## config.mk

```make
export PLATFORM = sky130hd
export DESIGN_NAME = opsum_drain_arb_ctrl
export DESIGN_NICKNAME = d
export VERILOG_FILES = /design/src/rtl/opsum_pkg.sv /design/src/rtl/rr_arbiter.sv /design/src/rtl/opsum_drain_arb_ctrl.sv
export SDC_FILE = /design/constraint.sdc
export NUM_CORES = 1
export LEC_CHECK = 0
export CAP_MARGIN = 20
export CELL_PAD_IN_SITES_DETAIL_PLACEMENT = 2
export CELL_PAD_IN_SITES_GLOBAL_PLACEMENT = 2
export CORE_MARGIN = 2
export CORE_UTILIZATION = 33
export DETAILED_ROUTE_END_ITERATION = 10
export PLACE_DENSITY = 0.83
export REMOVE_ABC_BUFFERS = 1
export SLEW_MARGIN = 20
export SYNTH_ARGS = -nofsm -noshare
export SYNTH_HDL_FRONTEND = slang
export SYNTH_SLANG_ARGS = --single-unit
```

## constraint.sdc

```tcl
create_clock -name clk -period 8.4 [get_ports clk]
set_input_delay 1.26 -clock clk [delete_from_list [all_inputs] [get_ports clk]]
set_output_delay 1.26 -clock clk [all_outputs]
set_load 0.05 [all_outputs]
```

## src/rtl/opsum_pkg.sv

```systemverilog
// Shared types and default sizing for the opsum drain arbitration controller.
package opsum_pkg;

  typedef enum logic {
    ST_IDLE  = 1'b0,
    ST_DRAIN = 1'b1
  } drain_state_e;

  localparam int unsigned DEF_NUM_CH = 4;
  localparam int unsigned DEF_ADDR_W = 32;
  localparam int unsigned DEF_PTR_W  = 16;
  localparam int unsigned DEF_CNT_W  = 8;

endpackage

```

## src/rtl/rr_arbiter.sv

```systemverilog
// Round-robin picker: the first requester found searching upward from last_i+1 (mod N).
module rr_arbiter #(
  parameter int N = 4,
  localparam int IW = (N > 1) ? $clog2(N) : 1
) (
  input  logic [N-1:0]  req_i,
  input  logic [IW-1:0] last_i,
  output logic [N-1:0]  grant_o,
  output logic          valid_o,
  output logic [IW-1:0] index_o
);

  logic [IW-1:0] cand;

  // Walk the candidates farthest-first so the nearest one after last_i wins.
  always_comb begin
    grant_o = '0;
    valid_o = 1'b0;
    index_o = '0;
    cand    = '0;
    for (int k = N; k >= 1; k--) begin
      cand = IW'((int'(last_i) + k) % N);
      if (req_i[cand]) begin
        grant_o       = '0;
        grant_o[cand] = 1'b1;
        valid_o       = 1'b1;
        index_o       = cand;
      end
    end
  end

endmodule

```

## src/rtl/opsum_drain_arb_ctrl.sv

```systemverilog
// Drains several opsum FIFO channels through one shared GLB write port, one word per
// granted cycle, with a per-channel IDLE/DRAIN controller, length counter and address pointer.
module opsum_drain_arb_ctrl
  import opsum_pkg::*;
#(
  parameter int NUM_CH = DEF_NUM_CH,
  parameter int ADDR_W = DEF_ADDR_W,
  parameter int PTR_W  = DEF_PTR_W,
  parameter int CNT_W  = DEF_CNT_W,
  localparam int CH_W  = (NUM_CH > 1) ? $clog2(NUM_CH) : 1
) (
  input  logic              clk,
  input  logic              rst_n,
  input  logic              fifo_reset_i,
  output logic              fifo_reset_o,
  input  logic [NUM_CH-1:0] push_req_i,
  input  logic [NUM_CH-1:0] fifo_full_i,
  output logic [NUM_CH-1:0] fifo_push_en_o,
  input  logic [NUM_CH-1:0] drain_start_i,
  input  logic [CNT_W-1:0]  drain_len_i,
  input  logic [NUM_CH-1:0] fifo_empty_i,
  output logic [NUM_CH-1:0] fifo_pop_en_o,
  input  logic [ADDR_W-1:0] glb_base_addr_i,
  input  logic [ADDR_W-1:0] ch_stride_i,
  input  logic [3:0]        web_i,
  output logic              glb_write_req_o,
  input  logic              glb_permit_i,
  output logic [ADDR_W-1:0] glb_write_addr_o,
  output logic [3:0]        glb_write_web_o,
  output logic [CH_W-1:0]   glb_ch_o,
  output logic [NUM_CH-1:0] drain_done_o,
  output logic              cmd_err_o,
  output logic              busy_o
);

  drain_state_e      state_q [NUM_CH];
  drain_state_e      state_d [NUM_CH];
  logic [CNT_W-1:0]  rem_q   [NUM_CH];
  logic [CNT_W-1:0]  rem_d   [NUM_CH];
  logic [PTR_W-1:0]  ptr_q   [NUM_CH];
  logic [PTR_W-1:0]  ptr_d   [NUM_CH];
  logic [CH_W-1:0]   last_q, last_d;
  logic [NUM_CH-1:0] done_q, done_d;
  logic              err_q, err_d;
  logic              busy_q, busy_d;

  logic [NUM_CH-1:0] elig;
  logic [NUM_CH-1:0] grant;
  logic              sel_valid;
  logic [CH_W-1:0]   sel_idx;
  logic              accept;

  assign fifo_reset_o   = fifo_reset_i;
  assign fifo_push_en_o = push_req_i & ~fifo_full_i;

  always_comb begin
    elig = '0;
    for (int c = 0; c < NUM_CH; c++) begin
      elig[c] = (state_q[c] == ST_DRAIN) & ~fifo_empty_i[c];
    end
  end

  rr_arbiter #(.N(NUM_CH)) u_rr (
    .req_i   (elig),
    .last_i  (last_q),
    .grant_o (grant),
    .valid_o (sel_valid),
    .index_o (sel_idx)
  );

  assign accept           = sel_valid & glb_permit_i;
  assign glb_write_req_o  = sel_valid;
  assign glb_ch_o         = sel_valid ? sel_idx : '0;
  assign glb_write_web_o  = web_i;
  assign fifo_pop_en_o    = accept ? grant : '0;
  assign glb_write_addr_o = glb_base_addr_i + ADDR_W'(glb_ch_o) * ch_stride_i
                          + ADDR_W'(ptr_q[glb_ch_o]);

  // A start on a draining channel only raises an error; the transfer in that cycle still counts.
  always_comb begin
    state_d = state_q;
    rem_d   = rem_q;
    ptr_d   = ptr_q;
    last_d  = last_q;
    done_d  = '0;
    err_d   = 1'b0;
    busy_d  = 1'b0;
    for (int c = 0; c < NUM_CH; c++) begin
      if (drain_start_i[c]) begin
        if (state_q[c] == ST_DRAIN) begin
          err_d = 1'b1;
        end else if (drain_len_i == '0) begin
          done_d[c] = 1'b1;
        end else begin
          state_d[c] = ST_DRAIN;
          rem_d[c]   = drain_len_i;
        end
      end
      if (accept && grant[c]) begin
        ptr_d[c] = ptr_q[c] + PTR_W'(1);
        rem_d[c] = rem_q[c] - CNT_W'(1);
        last_d   = CH_W'(c);
        if (rem_q[c] == CNT_W'(1)) begin
          state_d[c] = ST_IDLE;
          done_d[c]  = 1'b1;
        end
      end
    end
    if (fifo_reset_i) begin
      for (int c = 0; c < NUM_CH; c++) begin
        state_d[c] = ST_IDLE;
        rem_d[c]   = '0;
        ptr_d[c]   = '0;
      end
      last_d = CH_W'(NUM_CH - 1);
      done_d = '0;
      err_d  = 1'b0;
    end
    for (int c = 0; c < NUM_CH; c++) begin
      busy_d = busy_d | (state_d[c] == ST_DRAIN);
    end
  end

  always_ff @(posedge clk or negedge rst_n) begin
    if (!rst_n) begin
      for (int c = 0; c < NUM_CH; c++) begin
        state_q[c] <= ST_IDLE;
        rem_q[c]   <= '0;
        ptr_q[c]   <= '0;
      end
      last_q <= CH_W'(NUM_CH - 1);
      done_q <= '0;
      err_q  <= 1'b0;
      busy_q <= 1'b0;
    end else begin
      state_q <= state_d;
      rem_q   <= rem_d;
      ptr_q   <= ptr_d;
      last_q  <= last_d;
      done_q  <= done_d;
      err_q   <= err_d;
      busy_q  <= busy_d;
    end
  end

  assign drain_done_o = done_q;
  assign cmd_err_o    = err_q;
  assign busy_o       = busy_q;

endmodule

```

==> metrics.yaml <==
die_h_um: 176
top_level_ports: 150
synth.distinct_cells: 65
cp-end-kind: "output port"
first_pass_iters: 5
crit_fanout: 24
clk_latency_ps: 360
dp_hpwl_um: 27200
setup_violations: 0
maxCapViolations: 0
crit_start: "fifo_empty_i[1]"
tightest_slew_ps: 897
skew_ps: 12.5
fin_crit_ps: 8290
die_w_um: 176
finalHoldViolations: 0
drc: 0
antenna-diode-count: 0
dieArea_mm2: 0.0311
core_mm2: 0.0295
postCtsHoldBufs: 0
ys_ff_latch: 108
r2r_slack_ps: 4420
htreeDepth: 3
status: "complete, no violations"
final.period_utilization_pct: 98.7
cp.required_ps: 7140
power.density_mw_per_mm2: 251
root_buffer: "clkbuf_16"
criticalPathCategory: "primary input to output port"
postSynthCellCount: 1158
ant_nets: 0
syn_area_mm2: 0.00981
cellLeakagePower_nw: 5.74
max_slew_margin_pct: 40.2
r2r_cells: 11
r2r_end: "ptr_q[5]"
max_clock_freq_mhz: 121
grt.overflow.total: 0
start_util_pct: 33.3
cts_tree: "built"
ys_warn_count: 0
grt_max_degree: 66
drive_above_1_share_pct: 10.4
fin_area_mm2: 0.0125
grt_pass1_vias: 10300
drt_iter0_drc: 445
nets: 1502
nFillCells: 3254
antenna_found_initial: 0
synth.avg_cell_area_um2: 8.47
hold_ws_ps: 535
synth_flop_cell: "dfrtp_1"
seq_area_frac_synth_pct: 27.6
worstPathArrival_ps: 7030
num_vias: 9255
place_congestion: 0.851
area_growth_pct: 27.0
drt-total-wl_um: 37500
async_reset_ff_share_pct: 100
clockBufferDepth: 2
grt_pass1_wl_um: 57000
rows: 63
hp-start: "rem_q[9]"
hold_path_class: "flip-flop to flip-flop"
post_dp_cell_area_mm2: 0.0119
r2r-start: "last_q[0]"
track_usage_pct: 23.2
cts_made_buffers: 9
clock_sinks: 108
wl_per_cell_um: 22.2
crit_path_end: "glb_write_addr_o[27]"
synth_edf_count: 0
vdd_ir_drop_max_mv: 0.125
power_mw: 3.13
clkTransAtPathRegs_ps: 70
viasPerCell: 5.47
drv_slew: 0
critPathLaunchType: "primary input"
layout_commonest_cell: "nor2_1"
final_cell_mix: "nor2_1 (124), inv_1 (111), clkdlybuf4s50_1 (110)"
place.port_buffers: 141
==> Yosys cell counts (3+ instances only) <==
library cell	number	share of area (%)
a31oi_1	13	0.83
a221oi_1	5	0.45
nand3_1	27	1.4
o21ai_0	60	3.1
and2_1	46	2.9
a221oi_2	3	0.46
and3_1	17	1.1
o21ai_1	4	0.20
inv_1	111	4.2
and4_1	9	0.80
nand2_1	106	4.1
nor2b_1	18	1.1
nor4_1	8	0.51
a21oi_1	58	3.0
nand4_1	10	0.64
o41ai_1	3	0.27
nor3b_1	6	0.46
nor2_1	124	4.7
a211oi_1	10	0.77
dfrtp_1	106	27
xor2_1	62	5.5
nor3_1	32	1.6
a22oi_1	9	0.69
o21a_1	5	0.38
ha_1	63	8.0
or3_1	8	0.51
a32oi_1	4	0.36
o31ai_1	4	0.31
nand2b_1	13	0.83
clkbuf_1	27	1.0
buf_4	6	0.46
mux4_2	3	0.69
a21o_1	12	0.92
mux2i_1	23	2.3
mux2_2	16	1.8
o211ai_1	3	0.23
buf_2	15	0.77
xnor2_1	29	2.6
fa_1	46	9.4
==> sequential cells by signal (all words and copies together) (netlist names) <==
name,flops
rem_q,32
ptr_q,64
busy_o,1
state_q,4
cmd_err_o,1
last_q,2
drain_done_o,4
==> layout make-up <==
class                      count  area, um2  area share (%)
clock buffer                  11        243            1.95
inverter                     111        417            3.35
sequential                   108       2710            21.7
clock inverter                 5       75.1           0.603
timing repair buffer         178       1930            15.5
tap                          390        488            3.92
multi-input combinational    889       6600            53.0
==> metal layers <==
layer  share of wire (%)  up-vias  track usage (%)
met1                  42     4792             29.1
met3                 3.6       64             2.69
met5                   0        -                0
met4                 3.0        0             6.68
li1                    -     4195                -
met2                  52      204             41.8
==> stage by stage <==
step / instances / utilization [%] / TNS (ps) / setup slack, ps
after floorplan: 1108 / - / -66510 / -3160
after global placement: 1669 / 40.5 / -122 / -73.9
after CTS: 1688 / 41.8 / 0 / 9.69
after global routing: 1692 / 42.2 / -260 / -117
final: 1692 / 42.2 / 0 / 113
after detailed placement: 1669 / 40.5 / -1060 / -334
==> worst min-delay path by stage <==
stage                      to  depth (start not counted)
floorplan            rem_q[0]                          1
global placement    rem_q[23]                          2
detailed placement   rem_q[9]                          2
CTS                  rem_q[9]                          2
global route         rem_q[9]                          2
finish               rem_q[9]                          2
==> kinds of logic after synthesis <==
kind of cell | count (synthesis) | synth area share [%]
flip-flops | 108 | 27.6
buffers and inverters | 161 | 6.58
AO/OA/AOI/OAI | 213 | 13.7
AND/OR/NAND/NOR | 433 | 21.5
multiplexers | 42 | 4.87
adder cells (fa/ha/maj) | 109 | 17.4
XOR/XNOR | 92 | 8.36
==> critical path, stage by stage <==
cell and delay (ps):
clkdlybuf4s50_1 450, nand2b_4 170, mux4_2 530, a21boi_4 220, mux2i_4 320, buf_6 190, buf_12 190, mux2_2 350
o21ai_0 430, fa_1 500, inv_1 70, ha_1 270, nand3_1 210, nor2_1 270, a31oi_1 170, nor3b_2 190
o31a_1 290, buf_4 160, o31ai_2 210, a21oi_1 140, xnor2_2 240, buf_12 170
==> report_power, final <==
group | switching [mW] | total (mW) | internal, mW
registers | 0.0357 | 0.581 | 0.545
clock network | 0.206 | 0.475 | 0.269
logic | 1.24 | 2.08 | 0.838
==> repair_timing <==
item	in CTS	in global routing
setup endpoints to repair	8	10
resized for setup	8	22
setup buffers	3	4
pin swaps	1	12
Note: power is estimated with default switching activity, not from simulation.
